File: src/rtl/fetch_pkg.sv
// Shared types and sizes for the byte-wide instruction fetch sequencer.
package fetch_pkg;

    typedef enum logic [2:0] {
        S_IDLE,
        S_FETCH,
        S_ISSUE,
        S_HALTED,
        S_ERROR
    } state_t;

    localparam int BYTES_PER_INSTR = 4;
    localparam int BYTE_IDX_W      = 2;

endpackage

File: src/rtl/fetch_timeout_counter.sv
// Per-byte wait counter; flags the wait cycle that would hit the limit.
module fetch_timeout_counter #(
    parameter int TIMEOUT = 255
) (
    input  logic clk,
    input  logic reset,
    input  logic clear,
    input  logic enable,
    output logic expired
);

    localparam int CW   = (TIMEOUT < 2) ? 1 : $clog2(TIMEOUT);
    localparam int LAST = (TIMEOUT > 0) ? TIMEOUT - 1 : 0;

    logic [CW-1:0] count;

    always_ff @(posedge clk or negedge reset) begin
        if (!reset) begin
            count <= '0;
        end else if (clear) begin
            count <= '0;
        end else if (enable && !expired) begin
            count <= count + CW'(1);
        end
    end

    // An acking cycle never counts as a wait, so the limit ack is accepted.
    assign expired = (TIMEOUT != 0) && enable && (count == CW'(LAST));

endmodule

File: src/rtl/imem_fetch_ctrl.sv
// Fetches four bytes per instruction over req/ack and issues a cpu_step.
module imem_fetch_ctrl
    import fetch_pkg::*;
#(
    parameter int MEM_ADDR_W = 10,
    parameter int TIMEOUT    = 255
) (
    input  logic                  clk,
    input  logic                  reset,
    input  logic [31:0]           pc,
    input  logic                  run,
    input  logic                  step,
    output logic                  mem_req,
    output logic [MEM_ADDR_W-1:0] mem_addr,
    input  logic                  mem_ack,
    input  logic [7:0]            mem_rdata,
    output logic [31:0]           instruction,
    output logic                  cpu_step,
    output logic                  halted,
    output logic                  fetch_error
);

    state_t                           state;
    logic [BYTE_IDX_W-1:0]            byte_idx;
    logic [BYTES_PER_INSTR-1:0][7:0]  shadow;
    logic [BYTES_PER_INSTR-1:0][7:0]  word_nxt;
    logic                             single;
    logic                             last_byte;
    logic                             in_fetch;
    logic                             expired;
    logic                             unused_pc;

    assign in_fetch  = (state == S_FETCH);
    assign last_byte = (byte_idx == BYTE_IDX_W'(BYTES_PER_INSTR - 1));
    assign unused_pc = ^pc[31:MEM_ADDR_W];

    // Gated by mem_req so an abandoned request also zeroes the address.
    assign mem_addr = mem_req ? pc[MEM_ADDR_W-1:0] + MEM_ADDR_W'(byte_idx)
                              : '0;

    always_comb begin
        word_nxt           = shadow;
        word_nxt[byte_idx] = mem_rdata;
    end

    fetch_timeout_counter #(
        .TIMEOUT (TIMEOUT)
    ) u_timeout (
        .clk     (clk),
        .reset   (reset),
        .clear   (!in_fetch || mem_ack),
        .enable  (in_fetch && !mem_ack),
        .expired (expired)
    );

    always_ff @(posedge clk or negedge reset) begin
        if (!reset) begin
            state       <= S_IDLE;
            mem_req     <= 1'b0;
            byte_idx    <= '0;
            shadow      <= '0;
            instruction <= '0;
            cpu_step    <= 1'b0;
            halted      <= 1'b0;
            fetch_error <= 1'b0;
            single      <= 1'b0;
        end else begin
            cpu_step <= 1'b0;
            unique case (state)
                S_IDLE: begin
                    if (run) begin
                        state   <= S_FETCH;
                        mem_req <= 1'b1;
                    end else begin
                        state  <= S_HALTED;
                        halted <= 1'b1;
                    end
                end
                S_FETCH: begin
                    if (mem_ack) begin
                        shadow   <= word_nxt;
                        byte_idx <= byte_idx + BYTE_IDX_W'(1);
                        if (last_byte) begin
                            state       <= S_ISSUE;
                            mem_req     <= 1'b0;
                            cpu_step    <= 1'b1;
                            instruction <= word_nxt;
                        end
                    end else if (expired) begin
                        state       <= S_ERROR;
                        mem_req     <= 1'b0;
                        fetch_error <= 1'b1;
                    end
                end
                S_ISSUE: begin
                    single <= 1'b0;
                    if (run && !single) begin
                        state   <= S_FETCH;
                        mem_req <= 1'b1;
                    end else begin
                        state  <= S_HALTED;
                        halted <= 1'b1;
                    end
                end
                S_HALTED: begin
                    if (run || step) begin
                        state   <= S_FETCH;
                        mem_req <= 1'b1;
                        halted  <= 1'b0;
                        single  <= !run;
                    end
                end
                S_ERROR: begin
                    mem_req <= 1'b0;
                end
                default: begin
                    state <= S_IDLE;
                end
            endcase
        end
    end

endmodule

File: config.mk
export PLATFORM = sky130hd
export DESIGN_NAME = imem_fetch_ctrl
export DESIGN_NICKNAME = d
export VERILOG_FILES = /design/src/rtl/fetch_pkg.sv /design/src/rtl/fetch_timeout_counter.sv /design/src/rtl/imem_fetch_ctrl.sv
export SDC_FILE = /design/constraint.sdc
export NUM_CORES = 1
export LEC_CHECK = 0
export BUFFER_PORTS_ARGS = -buffer_cell sky130_fd_sc_hd__buf_4
export CAP_MARGIN = 40
export CELL_PAD_IN_SITES_DETAIL_PLACEMENT = 1
export CELL_PAD_IN_SITES_GLOBAL_PLACEMENT = 1
export CORE_MARGIN = 4
export CORE_UTILIZATION = 35
export CTS_BUF_LIST = sky130_fd_sc_hd__clkbuf_4 sky130_fd_sc_hd__clkbuf_8
export DETAILED_ROUTE_END_ITERATION = 12
export GPL_TIMING_DRIVEN = 1
export HOLD_SLACK_MARGIN = 0.1
export PLACE_DENSITY_LB_ADDON = 0.1
export SKIP_CTS_REPAIR_TIMING = 1
export SYNTH_ARGS = -nofsm -noshare
export SYNTH_HDL_FRONTEND = slang
export SYNTH_SLANG_ARGS = --single-unit
File: constraint.sdc
create_clock -name clk -period 4.8 [get_ports clk]
set_input_delay 0.72 -clock clk [delete_from_list [all_inputs] [get_ports clk]]
set_output_delay 0.72 -clock clk [all_outputs]
set_load 0.03 [all_outputs]
==> flow_summary.ini, run 1 <==
[status]
outcome = completed

[critical_path]
critical_path.startpoint = pc[0]
largest_delay_share_family_worst_path = adder cells
worst-path-max-fanout = 3
cp-end-kind = primary output
cp_data_arrival_time_ps = 2120
critPathMostFrequentCell = buf_4
cp_slowest_stage_delay_ps = 430
critical-path-slowest-cell = fa_1
worst_reg2reg_path_startpoint = state[0]
critical_path_class = input port to primary output
timing.critical_path.buf_inv = 2
cell_breakdown_of_the_critical_path = buf_4 -> ha_1 -> fa_1 -> nand4_1 -> nor2_1 -> xor2_1 -> and2_1 -> buf_4
start_kind = input port
timing.critical_path.required_ps = 4080

[global_route]
grt_pass1_wl_mm = 13.28
globalRoute.busiestLayer = met2
first_global_vias = 2602
global_route.usage.total_pct = 14.53
grt_max_degree = 58
met3_track_utilization_from_global_routing_pct = 4.119
antenna_violations_before_repair = 0
global_route_met2_utilization_pct = 22.25
grt.overflow.total = 0
grtUsageMet1_pct = 20.10

[place]
dpl.cell_count = 509
hpwlAfterDp_mm = 5.663
globalplace.congestion = 0.7712
port_buffers = 68
detailed_place.area_um2 = 4144

[run]
max-cap-violations = 0

[synth]
synth.yosys.warnings = 0
synth_top_area_share_pct = 52.78
synth.ff_latch_count = 74
yosysSeqAreaShare_pct = 52.78
syn_nets = 375
ys_types = 42
syn-cell-area_um2 = 3508
synth_area_leader_cell = dfrtp_1
synth_cells = 321
synthesis.area_per_instance_um2 = 10.93
synth_top_cells_by_area = dfrtp_1, mux2_2, mux2i_1

[die]
std_cell_rows = 36
die_x_um = 108.1
floorplan.initialDensity_pct = 35.89
fp.coreArea_um2 = 9774
design.die.area_um2 = 11690
die_y_extent_um = 108.1
floorplan.io_pins = 91

[pwr]
irDropWorstVdd_mv = 0.2836
total_leakage_power_nw = 2.084
power_density_nw_per_um2 = 669.8

[clocking]
tritoncts = done
clk_pin_slew_ps = 90
ctsRootBufferMaster = clkbuf_8
h-tree-depth = 3
maximum_clock_insertion_buffer_count = 2
cts_buffers = 9
clkSinkCount = 74
clock_latency_ps = 350

[detailed_routing]
detailedRoute.firstIterationViolations = 71
wl_per_cell_um = 15.14
postRouteAntennaNets = 0
detailroute.via_count = 2565
totalWireLength_mm = 7.931
post-route-drc-count = 0
drt_first_pass_iters = 4
detail_route.vias_per_cell = 4.895

[timing]
clock-skew-final_ps = 12.48
finalHoldViolCount = 0
rsz0062_at_grt = no
layout_min_cycle_time_ps = 2840
maximum_operating_frequency_ghz = 0.3521
setup_viol = 0
maxSlewHeadroom_pct = 60.95
tightestPinTransition_ps = 585.8
final.period_utilization_pct = 59.18
timing.final.max_slew_violations = 0
setup_tns_ps = 0

[layout]
antennaDiodeCount = 0
fill_cells = 1128
layout.cell_area.non_filler_um2 = 4383
nets = 441
areaGrowthSynthToFinish_pct = 24.93
layout_cell_share_with_drive_strength_beyond_1_pct = 29.16
post_layout_nonfiller_instances = 524

[hold_path]
holdCritPathClass = input port to asynchronous set/reset pin
final cells by class:
cell class | count | area (µm²) | area share, %
clock inverter | 6 | 115.1 | 2.626
timing repair buffer | 70 | 538.0 | 12.28
clock buffer | 9 | 123.9 | 2.826
inverter | 8 | 30.03 | 0.6851
multi-input combinational | 224 | 1558 | 35.54
tap | 133 | 166.4 | 3.797
sequential | 74 | 1852 | 42.25
per-stage QoR:
| stage | setup slack, ps | util, % | power [W] | hold WS (ps) |
|---|---|---|---|---|
| 2_1_floorplan | 1988 | - | 0.001932 | 424.4 |
| 3_3_place_gp | 1957 | 42.19 | 0.002341 | 449.8 |
| 3_5_place_dp | 1934 | 42.40 | 0.002385 | 453.1 |
| 4_1_cts | 1937 | 44.84 | 0.002986 | 338.0 |
| 5_1_grt | 1854 | 44.84 | 0.003146 | 342.5 |
| 6_report | 1960 | 44.84 | 0.002936 | 321.5 |
cell usage after synthesis, drive strengths merged:
library cell   n
a21o           3
nand2b         3
o21a           1
xnor2          6
nand2         55
mux2i         24
a31oi          1
o21ai         28
nand4          2
nor2           9
dfrtp         74
buf            7
fa             1
nor2b          3
or2            1
and2           9
and4bb         1
mux2          24
xor2           7
a21oi         10
nor3           2
nor3b          1
a22o           1
a311oi         2
nand3          6
nor4b          1
or3            3
a211oi         1
clkinv         1
clkbuf         8
o2bb2ai        1
inv            7
and2b          1
a2111oi        2
and3           2
o32a           1
ha             8
o2111ai        1
a21boi         3
worst reg2reg max path, stage by stage (launching register included):
cell and delay [ps]:
dfrtp_1 500, and4bb_1 380, nand2_2 110, buf_4 450, clkinv_1 430, nand2_1 180, nand2_1 70
report_power, final:
part	total (W)	switching (W)	internal [W]	leakage, nW
Combinational	0.00130	0.000746	0.000555	1.04
Clock	0.000589	0.000244	0.000345	0.116
Sequential	0.00105	0.000168	0.000878	0.931
layout by cell type, fill, tap and decap left out, types with 6 or more instances in the layout:
cell      netlist  layout
and2_1          9       9
ha_1            8       8
clkbuf_8        0       9
o21ai_0        28      28
nor2_1          9       9
nand3_1         6       6
nand2_1        55      54
mux2i_1        24      24
inv_1           7       7
buf_4           0      69
mux2_2         24      24
a21oi_1        10      10
xor2_1          7       7
xnor2_1         6       6
dfrtp_1        74      74
final timing paths:
check | endpoint | slack (ps) | cells past startpoint
worst max-delay path | mem_addr[8] | 1960 | 8
max in group asynchronous | shadow[9] | 3890 | 2
worst min-delay path | instruction[29] | 320 | 1
min in group clk | fetch_error | 460 | 1
worst min register to register | fetch_error | 460 | 1
worst max register to register | instruction[25] | 2580 | 6
flip-flops by register name, indices dropped and copies added (netlist names), 2 cells and up:
register         flops
shadow              24
state                3
byte_idx             2
instruction         32
u_timeout.count      8
cells by family after synthesis:
kind of cell,count (synthesis),synth area share (%)
mux,48,14.55
simple gates,99,13.30
xor+xnor,13,3.245
buf+inv,23,2.889
flops,74,52.78
fa+ha+maj,9,3.424
compound gates,55,9.808
routing by layer:
metal,up-vias,routed length (µm)
li1,1234,-
met1,1271,3842
met2,54,3638
met3,6,376
met4,0,73
met5,-,0
Power figures use the tool's default switching activity.
==> inputs of run 2 (changes only) <==
Clock period 4.8 ns to 2.7 ns, I/O delays scaled along.
==> flow_summary.ini, run 2 (same netlist as run 1, synthesis figures left out) <==
[clocking]
clkSinkCount = 74
clock_latency_ps = 340
h-tree-depth = 3
maximum_clock_insertion_buffer_count = 2
clk_pin_slew_ps = 80
ctsRootBufferMaster = clkbuf_8
tritoncts = done
cts_buffers = 9

[timing]
final.period_utilization_pct = 91.21
holdWs_ps = 311.6
layout_min_cycle_time_ps = 2463
setup_tns_ps = 0
tightestPinTransition_ps = 535.1
finalHoldViolCount = 0
rsz0062_at_grt = no
maxSlewHeadroom_pct = 64.05
clock-skew-final_ps = 12.79
maximum_operating_frequency_ghz = 0.4061
setup_viol = 0
timing.final.max_slew_violations = 0

[critical_path]
cp-end-kind = primary output
worst-path-max-fanout = 4
timing.critical_path.depth = 7
critical_path_class = flop to primary output
timing.critical_path.buf_inv = 1
largest_delay_share_family_worst_path = adder cells
timing.critical_path.required_ps = 2300
worst-r2r-setup-slack_ps = 800
start_kind = flop
critical-path-slowest-cell = dfrtp_1
cell_breakdown_of_the_critical_path = ha_1 -> fa_1 -> nand4_1 -> nor2_1 -> xor2_1 -> and2_1 -> buf_4
cp_data_arrival_time_ps = 2060
timing.reg2reg.worst_path_depth = 6
cp_slowest_stage_delay_ps = 430

[layout]
antennaDiodeCount = 0
layout.core_utilization_pct = 45.33
layout_cell_share_with_drive_strength_beyond_1_pct = 29.97
layout.cells.most_common_list = dfrtp_1, buf_4, nand2_1
areaGrowthSynthToFinish_pct = 26.28
fill_cells = 1127
largest_reg_flops = 32
largest-register = instruction
nets = 447
layout.cell_area.non_filler_um2 = 4431
registers_with_the_most_flip_flops = instruction x32, shadow x24, u_timeout.count x8
post_layout_nonfiller_instances = 530

[pwr]
p_sw_share_pct = 39.17
power_density_nw_per_um2 = 1180
total_leakage_power_nw = 2.112
power_switching_w = 0.002049
power_frac_comb_pct = 44.7
fraction_of_power_consumed_by_sequential_logic_pct = 35.6
irDropWorstVdd_mv = 0.3896
clkPwrFrac_pct = 19.7
cell_internal_pwr_w = 0.003181

[place]
hpwlAfterDp_mm = 5.703
globalplace.congestion = 0.7441
dpl.cell_count = 514
port_buffers = 68
detailed_place.area_um2 = 4182

[global_route]
first_global_vias = 2582
grt.overflow.total = 0
global_route.usage.total_pct = 14.45
grt_pass1_wl_mm = 13.23
grt_max_degree = 42
antenna_violations_before_repair = 0

[run]
max-cap-violations = 0

[detailed_routing]
wl_per_cell_um = 14.86
detail_route.vias_per_cell = 4.796
totalWireLength_mm = 7.875
maxUsedRoutingLayer = met4
post-route-drc-count = 0
drt_first_pass_iters = 4
detailroute.via_count = 2542
detail_route.wirelength.met1_mm = 3.693
detailedRoute.firstIterationViolations = 76
met2WireLength_mm = 3.662
postRouteAntennaNets = 0
wl_met3_um = 442

[die]
fp.coreArea_um2 = 9774
die_x_um = 108.1
floorplan.io_pins = 91
floorplan.initialDensity_pct = 35.89
design.die.area_um2 = 11690
std_cell_rows = 36
die_y_extent_um = 108.1

[hold_path]
holdCritPathClass = input port to flop
min_path_cells = 3

[status]
outcome = completed
[run 2: worst reg2reg max path: stages (launching register included)]
cell and delay [ps]:
dfrtp_1 430, inv_1 120, ha_1 200, nand3_1 140, or2_2 380, a21o_1 200
o32a_1 330
[run 2: final cells by class]
cell class	instances	area [µm²]	share of cell area, %
clock inverters	6	115.1	2.598
multi-input cells	224	1558	35.16
repair buffers	76	585.6	13.22
clock buffers	9	123.9	2.796
flip-flops and latches	74	1852	41.80
inverters	8	30.03	0.6778
well taps	133	166.4	3.756
[run 2: power groups by stage]
stage,clock (W),sequential (W),combinational (W)
6_report,0.00103,0.00186,0.00234
5_1_grt,0.00114,0.00194,0.00256
4_1_cts,0.00107,0.00187,0.00239
3_5_place_dp,0,0.00189,0.00238
3_3_place_gp,0,0.00187,0.00232
2_1_floorplan,0,0.00223,0.00121
[run 2: layer usage]
layer	up-vias	global-route usage, %
met5	-	0
met4	0	4.058
met3	5	4.060
met2	53	23.05
met1	1234	19.32
li1	1250	-
[run 2: stage by stage]
stage	worst slack, ps	total power, W
2_1_floorplan	482.5	0.003435
3_3_place_gp	491.1	0.004191
3_5_place_dp	477.0	0.004262
4_1_cts	189.5	0.005327
5_1_grt	27.26	0.005637
6_report	237.4	0.005230
[run 2: worst paths after layout]
check	start	end
setup / recovery	byte_idx[0]	mem_addr[8]
hold / removal	mem_rdata[6]	instruction[30]
setup reg to reg	u_timeout.count[0]	mem_req
hold reg to reg	fetch_error	fetch_error
max in group asynchronous	reset	u_timeout.count[0]
min in group asynchronous	reset	instruction[21]
